`config.mk`:
```
export PLATFORM = sky130hd
export DESIGN_NAME = pc_sequencer_flat
export DESIGN_NICKNAME = d
export VERILOG_FILES = /design/src/rtl/pc_sequencer_if.sv /design/src/rtl/pc_sequencer.sv /design/src/flat_wrapper.sv
export SDC_FILE = /design/constraint.sdc
export NUM_CORES = 1
export LEC_CHECK = 0
export BUFFER_PORTS_ARGS = -buffer_cell sky130_fd_sc_hd__buf_2
export CORE_MARGIN = 5
export CORE_UTILIZATION = 40
export DETAILED_ROUTE_END_ITERATION = 6
export GPL_ROUTABILITY_DRIVEN = 0
export HOLD_SLACK_MARGIN = 0.02
export MAX_ROUTING_LAYER = met4
export PLACE_DENSITY = 0.71
export SETUP_SLACK_MARGIN = 0.1
export SLEW_MARGIN = 0
export SYNTH_ARGS = -nofsm -noshare
export SYNTH_HDL_FRONTEND = slang
export SYNTH_SLANG_ARGS = --single-unit
```
`constraint.sdc`:
```
create_clock -name clk -period 2.27 [get_ports clk]
set_input_delay 0.454 -clock clk [delete_from_list [all_inputs] [get_ports clk]]
set_output_delay 0.454 -clock clk [all_outputs]
set_load 0.02 [all_outputs]
```
`src/rtl/pc_sequencer_if.sv`:
```
// Run-control and PC bus between the sequencer and its environment.
// master drives controls and next_pc; slave returns pc, status and count.
interface pc_sequencer_if #(
  parameter int CNT_W = 16
);
  logic             start;
  logic             abort;
  logic             stall;
  logic             step_mode;
  logic             step;
  logic [31:0]      next_pc;
  logic [31:0]      pc;
  logic             commit;
  logic             running;
  logic             halted;
  logic             misalign;
  logic [CNT_W-1:0] instr_count;

  modport master (
    output start, abort, stall,
    output step_mode, step, next_pc,
    input  pc, commit, running,
    input  halted, misalign, instr_count
  );

  modport slave (
    input  start, abort, stall,
    input  step_mode, step, next_pc,
    output pc, commit, running,
    output halted, misalign, instr_count
  );
endinterface

```
`src/rtl/pc_sequencer.sv`:
```
// PC stage with start/abort, stall, single-step and halt detection.
// Ports: clk, rst (async high), bus (pc_sequencer_if.slave).
module pc_sequencer #(
  parameter logic [31:0] RESET_PC  = 32'h0000_0000,
  parameter logic [31:0] END_PC    = 32'h0000_0100,
  parameter int          MAX_INSTR = 0,
  parameter int          CNT_W     = 16
) (
  input logic           clk,
  input logic           rst,
  pc_sequencer_if.slave bus
);

  typedef enum logic [1:0] {
    IDLE = 2'b00,
    RUN  = 2'b01,
    DONE = 2'b10
  } state_t;

  state_t           st_q;
  state_t           st_d;
  logic [31:0]      pc_q;
  logic [CNT_W-1:0] cnt_q;
  logic [CNT_W-1:0] cnt_inc;
  logic             mis_q;
  logic             commit;
  logic             clr;
  logic             mis_np;
  logic             max_hit;
  logic             halt;

  assign commit = (st_q == RUN) & ~bus.stall
                & (~bus.step_mode | bus.step)
                & ~bus.abort;

  // Saturate rather than wrap.
  assign cnt_inc = (&cnt_q) ? cnt_q
                 : cnt_q + 1'b1;

  assign mis_np  = |bus.next_pc[1:0];
  assign max_hit = (MAX_INSTR != 0) &&
                   (cnt_inc == CNT_W'(MAX_INSTR));
  assign halt    = commit &
                   ((bus.next_pc == END_PC) |
                    max_hit | mis_np);

  always_ff @(posedge clk or posedge rst) begin
    if (rst) st_q <= IDLE;
    else     st_q <= st_d;
  end

  // clr reloads the run context: PC, counter
  // and the sticky misalign flag.
  always_comb begin
    st_d = st_q;
    clr  = 1'b0;
    if (bus.abort) begin
      st_d = IDLE;
      clr  = 1'b1;
    end else begin
      case (st_q)
        IDLE: begin
          clr = 1'b1;
          if (bus.start) st_d = RUN;
        end
        RUN: begin
          if (halt) st_d = DONE;
        end
        DONE: begin
          if (bus.start) begin
            st_d = RUN;
            clr  = 1'b1;
          end
        end
        default: begin
          st_d = IDLE;
          clr  = 1'b1;
        end
      endcase
    end
  end

  always_ff @(posedge clk or posedge rst) begin
    if (rst) begin
      pc_q  <= RESET_PC;
      cnt_q <= '0;
      mis_q <= 1'b0;
    end else if (clr) begin
      pc_q  <= RESET_PC;
      cnt_q <= '0;
      mis_q <= 1'b0;
    end else if (commit) begin
      // Misaligned target still loads for debug.
      pc_q  <= bus.next_pc;
      cnt_q <= cnt_inc;
      if (mis_np) mis_q <= 1'b1;
    end
  end

  assign bus.pc          = pc_q;
  assign bus.commit      = commit;
  assign bus.running     = (st_q == RUN);
  assign bus.halted      = (st_q == DONE);
  assign bus.misalign    = mis_q;
  assign bus.instr_count = cnt_q;

endmodule

```
`src/flat_wrapper.sv`:
```
// flat-port wrapper written by rule: the top's interface ports become plain ports
module pc_sequencer_flat 
#(
  parameter logic [31:0] RESET_PC  = 32'h0000_0000,
  parameter logic [31:0] END_PC    = 32'h0000_0100,
  parameter int          MAX_INSTR = 0,
  parameter int          CNT_W     = 16
)
  (clk, rst, bus_start, bus_abort, bus_stall, bus_step_mode, bus_step, bus_next_pc, bus_pc, bus_commit, bus_running, bus_halted, bus_misalign, bus_instr_count);
  pc_sequencer_if #(.CNT_W(CNT_W)) bus_i ();
  input logic clk;
  input logic rst;
  input wire logic [$bits(bus_i.start)-1:0] bus_start;
  input wire logic [$bits(bus_i.abort)-1:0] bus_abort;
  input wire logic [$bits(bus_i.stall)-1:0] bus_stall;
  input wire logic [$bits(bus_i.step_mode)-1:0] bus_step_mode;
  input wire logic [$bits(bus_i.step)-1:0] bus_step;
  input wire logic [$bits(bus_i.next_pc)-1:0] bus_next_pc;
  output wire logic [$bits(bus_i.pc)-1:0] bus_pc;
  output wire logic [$bits(bus_i.commit)-1:0] bus_commit;
  output wire logic [$bits(bus_i.running)-1:0] bus_running;
  output wire logic [$bits(bus_i.halted)-1:0] bus_halted;
  output wire logic [$bits(bus_i.misalign)-1:0] bus_misalign;
  output wire logic [$bits(bus_i.instr_count)-1:0] bus_instr_count;
  assign bus_i.start = bus_start;
  assign bus_i.abort = bus_abort;
  assign bus_i.stall = bus_stall;
  assign bus_i.step_mode = bus_step_mode;
  assign bus_i.step = bus_step;
  assign bus_i.next_pc = bus_next_pc;
  assign bus_pc = bus_i.pc;
  assign bus_commit = bus_i.commit;
  assign bus_running = bus_i.running;
  assign bus_halted = bus_i.halted;
  assign bus_misalign = bus_i.misalign;
  assign bus_instr_count = bus_i.instr_count;
  pc_sequencer #(.RESET_PC(RESET_PC), .END_PC(END_PC), .MAX_INSTR(MAX_INSTR), .CNT_W(CNT_W)) u_core (.clk(clk), .rst(rst), .bus(bus_i));
endmodule
```
==> results.toml <==
[detailed_routing]
drc = 0
avgViaCountPerCell = 5.40
firstDrtPassIters = 4
antenna_left = 0
wl_per_cell_microns = 15.2
wirelength_mm = 6.77
first_iter_violations = 130
num_vias = 2398

[synth]
ys_warn_count = 0
synth_edf_count = 0
ys_seq_area_share_pct = 52.3
ys_top_cells_by_area = "dfrtp_1, nand2_1, nand3_1, mux2i_1, nor4_1"
async_reset_ff_share_pct = 100
yosysUniqueCellTypes = 37
yosys_register_bits = 51
synth-main-ff-cell = "dfrtp_1"
synth_largest_area_cell = "dfrtp_1"
netlist.area_leader.share_pct = 52.3
synth.avg_cell_area_sq_um = 8.85
synth_cells = 276
syn_area_sq_um = 2440
syn_nets = 316

[place]
dpl.hpwl_mm = 4.91
numPortBuffers = 90
place_ws_ns = 0.0787

[timing]
fin_crit_ns = 2.11
maxSlewViolCount = 0
fin_crit_sh_pct = 93.0
skew_ns = 0.00612
hold_violations = 0
rsz0062_at_grt = "false"
worst_slack_ns = 0.159
setup-tns-final_ns = 0
relSlewSlack_pct = 73.5
max_freq_ghz = 0.474
worst_pin_slew_ns = 0.394
setup_violations = 0

[floorplanning]
die-area_sq_um = 7770
start_util_pct = 41.3
coreArea_sq_um = 5920
die_y_microns = 88.1
boundaryPins = 91
num_rows = 28
die_w_microns = 88.1

[finish]
diodes = 0
syn2layout_area_growth_pct = 28.6
final_nets = 408
drive_above_1_share_pct = 31.2
utilization_pct = 53.0

[power_and_ir_drop]
cellPowerDensity_nw_per_um2 = 529
p_leak_nw = 1.68
peakVddDrop_v = 0.000362

[clock_tree]
insertion_delay_ns = 0.31
h-tree-depth = 2
cts_tree = "yes"
cts_buffers = 5
ctsHoldBuffers = 0
cts_num_sinks = 51
ctsLongestPathBuffers = 2
clk_pin_slew_ns = 0.10
cts-root-buf = "clkbuf_8"

[worst_setup_path]
crit_fanout = 5
critPathKind = "flop to output pin"
crit_path_cell_trace = "or3b_4 > or3_4 > inv_4 > buf_6"
crit_path_top_delay_cell = "dfrtp_1"
worstPathRequired_ns = 1.82
cp-start-kind = "flop"
end_kind = "output pin"
worstPathArrival_ns = 1.66
cp_slowest_stage_delay_ns = 0.40

[run_status]
status = "finished clean"

[grt]
antenna_found_initial = 0
grt_pass1_wl_mm = 10.8
overflow = 0
grt_max_degree = 52
grt_pass1_vias = 2192
track_usage_pct = 18.5

[worst_hold_path]
hp-class = "primary input to async pin"

[run]
cap_viol_max_count = 0
-- final timing paths --
kind	cells after the start	startpoint	to	slack, ns
min reg2reg	2	u_core.bus.pc[18]$_DFFE_PP0P_	u_core.bus.pc[18]$_DFFE_PP0P_	0.50
max	4	u_core.st_q[0]$_DFFE_PP0P_	bus_commit	0.16
max in group asynchronous	3	rst	u_core.st_q[0]$_DFFE_PP0P_	1.86
min	3	rst	u_core.bus.pc[1]$_DFFE_PP0P_	0.16
max reg2reg	6	u_core.st_q[0]$_DFFE_PP0P_	u_core.bus.instr_count[0]$_DFFE_PP0P_	0.19
min in group clk	3	bus_next_pc[5]	u_core.bus.pc[5]$_DFFE_PP0P_	0.34
-- registers in the layout, indices dropped and copies added (netlist names) --
signal / count
u_core.bus.pc: 32
u_core.bus.instr_count: 16
u_core.bus.misalign: 1
u_core.st_q: 2
-- power by group --
group / leakage, nW / total (mW) / switching [mW] / internal, mW
registers: 0.708 / 0.934 / 0.0102 / 0.923
logic: 0.932 / 0.192 / 0.121 / 0.0711
clock network: 0.0418 / 0.534 / 0.312 / 0.222
-- critical path: cells and delay by family (launching register included) --
family	cells	cell delay, ns
buffers and inverters	2	0.18
DFF	1	0.40
and+or+nand+nor	2	0.77
-- through the flow --
step	hold slack (ns)	total power [mW]	instance area (sq um)	cells
2_1_floorplan	0.536	1.05	2440	276
4_1_cts	0.182	1.68	3130	444
5_1_grt	0.190	1.73	3140	444
3_5_place_dp	0.478	1.14	3020	434
3_3_place_gp	0.474	1.14	3020	434
6_report	0.163	1.66	3140	444
-- layout make-up --
class | count | area (sq um)
Inverter | 6 | 25.0
Fill cell | 568 | 2780
Timing Repair Buffer | 101 | 568
Tap cell | 75 | 93.8
Clock inverter | 2 | 16.3
Sequential cell | 51 | 1280
Multi-Input combinational cell | 203 | 1090
Clock buffer | 6 | 72.6
-- what timing repair did --
item,CTS,global route
endpoints found under the setup margin,1,9
resized for setup,4,2
pin swaps,2,1
setup buffers,2,0
gates cloned,0,0
-- logic make-up after synthesis --
logic type	Yosys count	share of synthesized area [%]
adders and majority gates	1	0.512
buffers and inverters	22	3.74
DFF	51	52.3
muxes	7	2.87
and+or+nand+nor	168	33.6
AOI/OAI and AO/OA	27	7.07
-- cells in the mapped netlist, types with 2 or more instances --
| master | instances |
|---|---|
| nand3_1 | 37 |
| buf_1 | 4 |
| mux2i_1 | 7 |
| nand2_1 | 79 |
| nor4_1 | 11 |
| nand2b_1 | 5 |
| nor3_1 | 4 |
| nor2_1 | 4 |
| inv_1 | 6 |
| and4_1 | 2 |
| dfrtp_1 | 51 |
| o31ai_1 | 5 |
| o21ai_0 | 5 |
| clkbuf_1 | 10 |
| or4_1 | 7 |
| and3_1 | 2 |
| nand4_1 | 8 |
| or3_1 | 2 |
| a21oi_1 | 9 |
-- layer usage --
layer  routed length, microns  share of wire [%]  vias to the layer above  GRT usage, %
li1                         -                  -                     1160             -
met1                     3010                 44                     1138          25.5
met2                     3040                 45                       93          26.0
met3                      669                9.9                        7          6.59
met4                       55               0.81                        0          4.26
met5                        0                  0                        -             -
-- placed cells by master (no fill, tap or decap), types with 2 or more instances in the layout --
master | synthesis | final
buf_12 | 0 | 2
or4_1 | 7 | 7
or3_1 | 2 | 2
nor3_1 | 4 | 4
buf_2 | 1 | 89
nand2b_1 | 5 | 5
o21ai_0 | 5 | 5
a21oi_1 | 9 | 8
mux2i_1 | 7 | 7
o31ai_1 | 5 | 5
nor4_1 | 11 | 11
buf_4 | 0 | 8
buf_6 | 1 | 2
nor2_1 | 4 | 4
clkbuf_8 | 0 | 5
and4_1 | 2 | 2
nand3_1 | 37 | 37
nand2_1 | 79 | 79
and3_1 | 2 | 2
nand4_1 | 8 | 8
dfrtp_1 | 51 | 51
inv_1 | 6 | 4
(Power assumes the default switching activity.)
